## src/rtl/ram_be_pipelined.sv

```systemverilog
// Simple-dual-port RAM with byte enables, READ_LAT-stage read pipeline and post-reset clear.
// Optional macro RAM_BYPASS_EN: same-address write forwards merged data to a concurrent read.
module ram_be_pipelined #(
    parameter int WIDTH    = 32,
    parameter int DEPTH    = 16,
    parameter int ADDR     = $clog2(DEPTH),
    parameter int READ_LAT = 1,
    localparam int NBE     = WIDTH / 8
) (
    input  logic             clk,
    input  logic             rst_n,
    input  logic             wr_en,
    input  logic [ADDR-1:0]  wr_addr,
    input  logic [NBE-1:0]   wr_be,
    input  logic [WIDTH-1:0] wr_data,
    input  logic             rd_en,
    input  logic [ADDR-1:0]  rd_addr,
    output logic             rd_valid,
    output logic [WIDTH-1:0] rd_data,
    output logic             init_busy,
    output logic             err_addr
);

    localparam logic [0:0] S_CLEAR = 1'b0;
    localparam logic [0:0] S_RUN   = 1'b1;

    logic [0:0]          r_state;
    logic [ADDR-1:0]     r_clr_cnt;
    logic                r_err;
    logic [WIDTH-1:0]    r_mem [DEPTH];
    logic [READ_LAT-1:0] r_vld;
    logic [WIDTH-1:0]    r_data [READ_LAT];

    logic                w_run;
    logic                w_wr_acc;
    logic                w_rd_acc;
    logic                w_wr_inr;
    logic                w_rd_inr;
    logic [WIDTH-1:0]    w_rd_word;

    assign w_run    = (r_state == S_RUN);
    assign w_wr_acc = wr_en & w_run;
    assign w_rd_acc = rd_en & w_run;
    assign w_wr_inr = (32'(wr_addr) < 32'(DEPTH));
    assign w_rd_inr = (32'(rd_addr) < 32'(DEPTH));

    always_ff @(posedge clk or negedge rst_n) begin
        if (!rst_n) begin
            r_state   <= S_CLEAR;
            r_clr_cnt <= '0;
            r_err     <= 1'b0;
        end else begin
            case (r_state)
                S_CLEAR: begin
                    r_clr_cnt <= r_clr_cnt + 1'b1;
                    if (r_clr_cnt == ADDR'(DEPTH - 1)) begin
                        r_state <= S_RUN;
                    end
                end
                default: begin
                    if ((w_wr_acc && !w_wr_inr) || (w_rd_acc && !w_rd_inr)) begin
                        r_err <= 1'b1;
                    end
                end
            endcase
        end
    end

    // Storage has no reset: the clear sequence zeroes it word by word instead.
    always_ff @(posedge clk) begin
        if (r_state == S_CLEAR) begin
            r_mem[r_clr_cnt] <= '0;
        end else if (w_wr_acc && w_wr_inr) begin
            for (int unsigned i = 0; i < NBE; i++) begin
                if (wr_be[i]) begin
                    r_mem[wr_addr][8*i +: 8] <= wr_data[8*i +: 8];
                end
            end
        end
    end

    always_comb begin
        w_rd_word = '0;
        if (w_rd_inr) begin
            w_rd_word = r_mem[rd_addr];
        end
`ifdef RAM_BYPASS_EN
        if (w_wr_acc && w_wr_inr && (wr_addr == rd_addr)) begin
            for (int unsigned i = 0; i < NBE; i++) begin
                if (wr_be[i]) begin
                    w_rd_word[8*i +: 8] = wr_data[8*i +: 8];
                end
            end
        end
`endif
    end

    // Each stage loads only behind a valid, so the last stage holds between results.
    always_ff @(posedge clk or negedge rst_n) begin
        if (!rst_n) begin
            r_vld <= '0;
            for (int unsigned i = 0; i < READ_LAT; i++) begin
                r_data[i] <= '0;
            end
        end else begin
            r_vld[0] <= w_rd_acc;
            if (w_rd_acc) begin
                r_data[0] <= w_rd_word;
            end
            for (int unsigned i = 1; i < READ_LAT; i++) begin
                r_vld[i] <= r_vld[i-1];
                if (r_vld[i-1]) begin
                    r_data[i] <= r_data[i-1];
                end
            end
        end
    end

    assign rd_valid  = r_vld[READ_LAT-1];
    assign rd_data   = r_data[READ_LAT-1];
    assign init_busy = (r_state == S_CLEAR);
    assign err_addr  = r_err;

endmodule

```

## config.mk

```make
export PLATFORM = sky130hd
export DESIGN_NAME = ram_be_pipelined
export DESIGN_NICKNAME = d
export VERILOG_FILES = /design/src/rtl/ram_be_pipelined.sv
export SDC_FILE = /design/constraint.sdc
export NUM_CORES = 1
export LEC_CHECK = 0
export BUFFER_PORTS_ARGS = -buffer_cell sky130_fd_sc_hd__buf_2
export CAP_MARGIN = 20
export CORE_ASPECT_RATIO = 1.4
export CORE_MARGIN = 5
export CORE_UTILIZATION = 55
export CTS_CLUSTER_DIAMETER = 60
export DETAILED_ROUTE_END_ITERATION = 8
export PLACE_DENSITY_LB_ADDON = 0.25
export SYNTH_ARGS = -nofsm -noshare
export SYNTH_HDL_FRONTEND = slang
export SYNTH_SLANG_ARGS = --single-unit
```

## constraint.sdc

```tcl
create_clock -name clk -period 2.7 [get_ports clk]
set_clock_uncertainty 0.1 [all_clocks]
set_input_delay 0.54 -clock clk [delete_from_list [all_inputs] [get_ports clk]]
set_output_delay 0.54 -clock clk [all_outputs]
set_load 0.01 [all_outputs]
```

## Yosys cells after proc, flatten, opt, wreduce, memory -nomap -nowiden

Memory sizes are Yosys's and may differ from the RTL's. A register that Yosys moved wholly into a read port is not among the register bits.
Index checks and enable logic that the tools add are counted.

| word-level totals | value |
|---|---|
| memory bits (writable) | 512 |
| bits in latches | 0 |
| memory bits (read-only) | 0 |
| bits in registers | 6 |
| memories kept | 1 |

Memories:

| memory | depth | width | read ports | clocked after memory_dff | wr ports | RTL line | source |
|---|---|---|---|---|---|---|---|
| r_mem | 16 | 32 | 1 | 1 | 1 | 30 | `logic [WIDTH-1:0] r_mem [DEPTH];` |

| operators by class | value |
|---|---|
| shift-type cells | 0 |
| bitwise operators | 3 |
| reductions and logical operators | 2 |
| divide/modulo/power cells | 0 |
| magnitude comparators | 0 |
| multipliers | 0 |
| equal/unequal tests | 1 |
| mux-type cells | 22 |
| add/sub/neg operators | 1 |

Operators with widths:

| operator | number |
|---|---|
| $mux 32 | 1 |
| $reduce_or 32->1 | 1 |
| $mux 1 | 19 |
| $mux 4 | 2 |
| $add 4x1->4 const B | 1 |
| $eq 4x4->1 const B | 1 |
| $and 1x1->1 | 2 |
| $logic_not 1->1 | 1 |
| $not 1->1 | 1 |

## Logic depth before layout (Yosys ltp)

| depth | value |
|---|---|
| depth after elaboration | 6 |
| gate-level depth with buffers | 7 |

## Worst setup path before layout

Ideal clock, no wire load.

| timing | value |
|---|---|
| path kind | in2reg |
| start point | in wr_be[0] |
| end point | mem r_mem[12][0] (enable) |
| library setup time | 0.383 ns |
| slack | 0.128 ns |
| data arrival time | 2.089 ns |
| path buffers | 1 |
| stages | 5 |
| cell sequence | nor4_4 -> nor2_4 -> mux2_4 -> buf_2 -> nor3_1 |

| on the way | value |
|---|---|
| word-level cells in the longest chain between the ends | 6 |
| elaborated cells on any way between the ends | 7 |
| classes of those cells | 6 x mux; 1 x reduce/logical |

RTL lines:

| item | RTL line | source |
|---|---|---|
| start, declared | 14 | `input logic [NBE-1:0] wr_be,` |
| $mux 1 (*) | 75 | `if (wr_be[i]) begin` |
| $mux 1 (*) | 73 | `end else if (w_wr_acc && w_wr_inr) begin` |
| $mux 1 (*) | 71 | `if (r_state == S_CLEAR) begin` |
| $mux 1 (implied by the code) (*) | 76 | `r_mem[wr_addr][8*i +: 8] <= wr_data[8*i +: 8];` |
| $reduce_or 32->1 (no line) | n/a |  |
| $mux 4 (no line) | n/a |  |
| end, declared | 30 |  |

Every way passes the cells marked *; elsewhere a longest branch is shown, timed or not.

## Worst setup path after layout

| timing | value |
|---|---|
| start point | reg r_state |
| end point | mem r_mem[1][24] (enable) |

| on the way | value |
|---|---|
| word-level cells in the longest chain between the ends | 6 |
| elaborated cells on any way between the ends | 17 |
| classes of those cells | 15 x mux; 1 x bitwise; 1 x reduce/logical |

RTL lines:

| item | RTL line | source |
|---|---|---|
| start, declared | 27 | `logic [0:0] r_state;` |
| start signal, assigned | 49 | `r_state <= S_CLEAR;` |
| start signal, assigned | 57 | `r_state <= S_RUN;` |
| $and 1x1->1 | 42 | `assign w_wr_acc = wr_en & w_run;` |
| $mux 1 | 73 |  |
| $mux 1 | 71 |  |
| $mux 1 (implied by the code) | 76 |  |
| $reduce_or 32->1 (no line) | n/a |  |
| $mux 4 (no line) | n/a |  |

Several ways; a longest one is shown, not always the timed one.

==> impl_metrics.yaml <==
sta:
  accumulated_negative_setup_slack_ns: 0
  timing.final.hold_violations: 0
  max_freq_mhz: 422
  measured_slew_at_the_worst_slew_check_pin_ns: 1.09
  post-route-worst-setup-slack_ns: 0.331
  final.hold.worst_slack_ns: 0.235
  timing.max_slew.rel_slack_pct: 26.0
  fin_crit_sh_pct: 87.8
  finalSetupViolCount: 0
  drv_slew: 0
  finalCriticalPeriod_ns: 2.37
  unrepaired_setup_endpoints_after_global_routing: "no"
synth:
  dominant_cell_type_by_area_after_synthesis: "edfxtp_1"
  async_reset_ff_share_pct: 6.91
  yosysMostFrequentCell: "edfxtp_1"
  postSynthRegisterBits: 550
  synth_enable_flop_cells: 512
  syn_area_mm2: 0.0219
  synthDominantCellAreaShare_pct: 70.3
  synth_fp_nets: 1394
  yosysWarningCount: 0
  synth_sequential_area_ratio_pct: 74.6
  count_of_different_cell_masters_after_synthesis: 30
  syn-instance-count: 1345
  ys_top_cells_by_area: "edfxtp_1, mux2i_1, dfrtp_1"
  synth_flop_cell: "edfxtp_1"
  post_synthesis_mean_instance_area_um2: 16.3
  synth_common_cells: "edfxtp_1, mux2i_1, nand2_1"
drt:
  drtPass1Iterations: 7
  wl_um: 52200
  vias_after_detailed_routing: 12104
  wire_per_inst_um: 25.3
  drt_first_iter_violations: 1018
  route.detailed.drc: 0
  viasPerCell: 5.86
  ant_nets: 0
place:
  dp_slack_ns: -0.0778
  placement.io_buffers: 81
  dpl.cell_count: 1976
  dp_hpwl_um: 33300
  routability_congestion_estimate: 0.853
cells_and_area:
  post_layout_nonfiller_instances: 2065
  final_net_count: 1549
  final-seq-area_mm2: 0.0163
  utilization_pct: 63.5
  antennaDiodeCount: 0
  fillers: 2886
  layout-drive-gt1-share_pct: 18.1
  multiInputGateArea_mm2: 0.00516
  area_delta_synth_final_pct: 14.3
grt:
  grt_first_pass_wirelength_um: 77300
  largest_net_degree_at_the_start_of_global_routing: 49
  grt-ovfl-total: 0
  antenna_found_initial: 1
  grt_pass1_vias: 12547
  grt.total_usage_pct: 24.0
floorplan:
  initial_utilization_pct: 55.5
  coreArea_mm2: 0.0394
  die_w_um: 179
  ioPinCount: 83
  die_ar_mm2: 0.0439
  row_count: 86
  chip_height_um: 246
setup_path:
  cp_data_arrival_time_ns: 2.58
  cp-start-kind: "register"
  critical_path.endpoint_type: "register"
  crit_type: "reg -> reg"
  worst-path-max-fanout: 16
  timing.critical_path.required_ns: 2.92
  rr_worst_depth: 6
cts:
  clock-sinks: 550
  clkLatencyLatePin_ns: 0.56
  cts_htree_levels: 2
  cts-root-to-sink-buffers: 3
  cts_inserted_buffers: 49
  clk_root_buffer_cell: "clkbuf_16"
  cts.reportedPaths.clkPinSlew_ns: 0.07
  cts.repair.resized: 0
  clock_tree_from_tritoncts: "done"
run_status:
  status: "finished clean"
worst_hold_path:
  hold_path_class: "in -> async"
run:
  timing.max_cap.violations: 0
power:
  leakage_uw: 0.00974
  max-vdd-ir-drop_v: 0.000543
  power_density_mw_per_mm2: 692
[per-layer routing]
layer	global-route usage, %	part of all wire, %	up-vias
met3	3.37	5.7	120
li1	-	-	5487
met2	43.2	53	419
met5	0	0.023	-
met1	29.2	37	6076
met4	9.01	3.8	2
[kinds of logic after synthesis]
group,synth area share [%]
flip-flops,74.6
AND/OR/NAND/NOR,7.40
multiplexers,12.4
AO/OA/AOI/OAI,3.36
buffers and inverters,1.94
XOR/XNOR,0.120
adder cells (fa/ha/maj),0.0572
other,0.0171
[registers in the layout, summed over array words and instances (netlist names)]
name and count:
r_state 1, r_clr_cnt 4, rd_data 32, rd_valid 1, r_mem 512
[power by group]
part | internal, uW | leakage (uW) | total, uW | switching, uW
Combinational | 356 | 0.00322 | 1090 | 733
Sequential | 9410 | 0.00577 | 9460 | 49.9
Clock | 3800 | 0.000759 | 6740 | 2940
[final timing paths]
check	from	endpoint	slack, ns
setup / recovery	r_state$_DFF_PN0_	r_mem[1][24]$_DFFE_PP_	0.33
hold / removal	rst_n	rd_data[6]$_DFFE_PN0P_	0.24
setup reg to reg	r_state$_DFF_PN0_	r_mem[1][24]$_DFFE_PP_	0.33
hold reg to reg	rd_data[10]$_DFFE_PN0P_	rd_data[10]$_DFFE_PN0P_	0.37
max in group asynchronous	rst_n	rd_data[20]$_DFFE_PN0P_	1.67
min in group clk	rd_addr[3]	rd_data[5]$_DFFE_PN0P_	0.31
[worst max-delay path: stages (launching register included)]
cell	delay (ns)
dfrtp_1	0.36
nand2_1	0.09
nor2_4	0.22
buf_4	0.18
mux2i_4	0.80
nor3_1	0.14
buf_4	0.22
[cell usage in the layout (no fill, tap or decap), types with 2 or more instances in the layout]
cell type   count
clkinvlp_4      3
bufinv_16       3
nor3_2          3
buf_12          7
clkinv_1       10
mux2i_4         5
and2_1         32
nor2_4          3
a21oi_1        36
nand4_1        23
nand3_1        76
clkbuf_1        7
clkinv_2        9
nor2_1          4
buf_2          80
clkbuf_8        7
buf_4          98
a22oi_1        74
nor2b_1         8
nand2_1       115
dfrtp_1        38
nor3_1         61
xnor2_1         3
clkbuf_16      49
nor2b_4         2
mux2i_1       256
mux2_2          2
edfxtp_1      512
[metrics by stage]
step	power [uW]	cell area (um^2)
2_1_floorplan	10200	21900
3_3_place_gp	10700	23400
3_5_place_dp	10700	23400
4_1_cts	17400	25000
5_1_grt	17800	25000
6_report	17300	25000
[what timing repair did]
action,4_1_cts,5_1_grt
endpoints found under the setup margin,0,0
buffers inserted,0,0
hold endpoints to repair,17,0
hold buffers,1,0
[layout make-up]
class	instances	area share, %
clock buffers	63	5.39
clock inverters	25	0.801
inverters	2	0.0300
multi-input cells	710	20.6
flip-flops and latches	550	65.3
well taps	528	2.64
repair buffers	187	5.20
No activity file was read; power rests on OpenSTA's default activity.
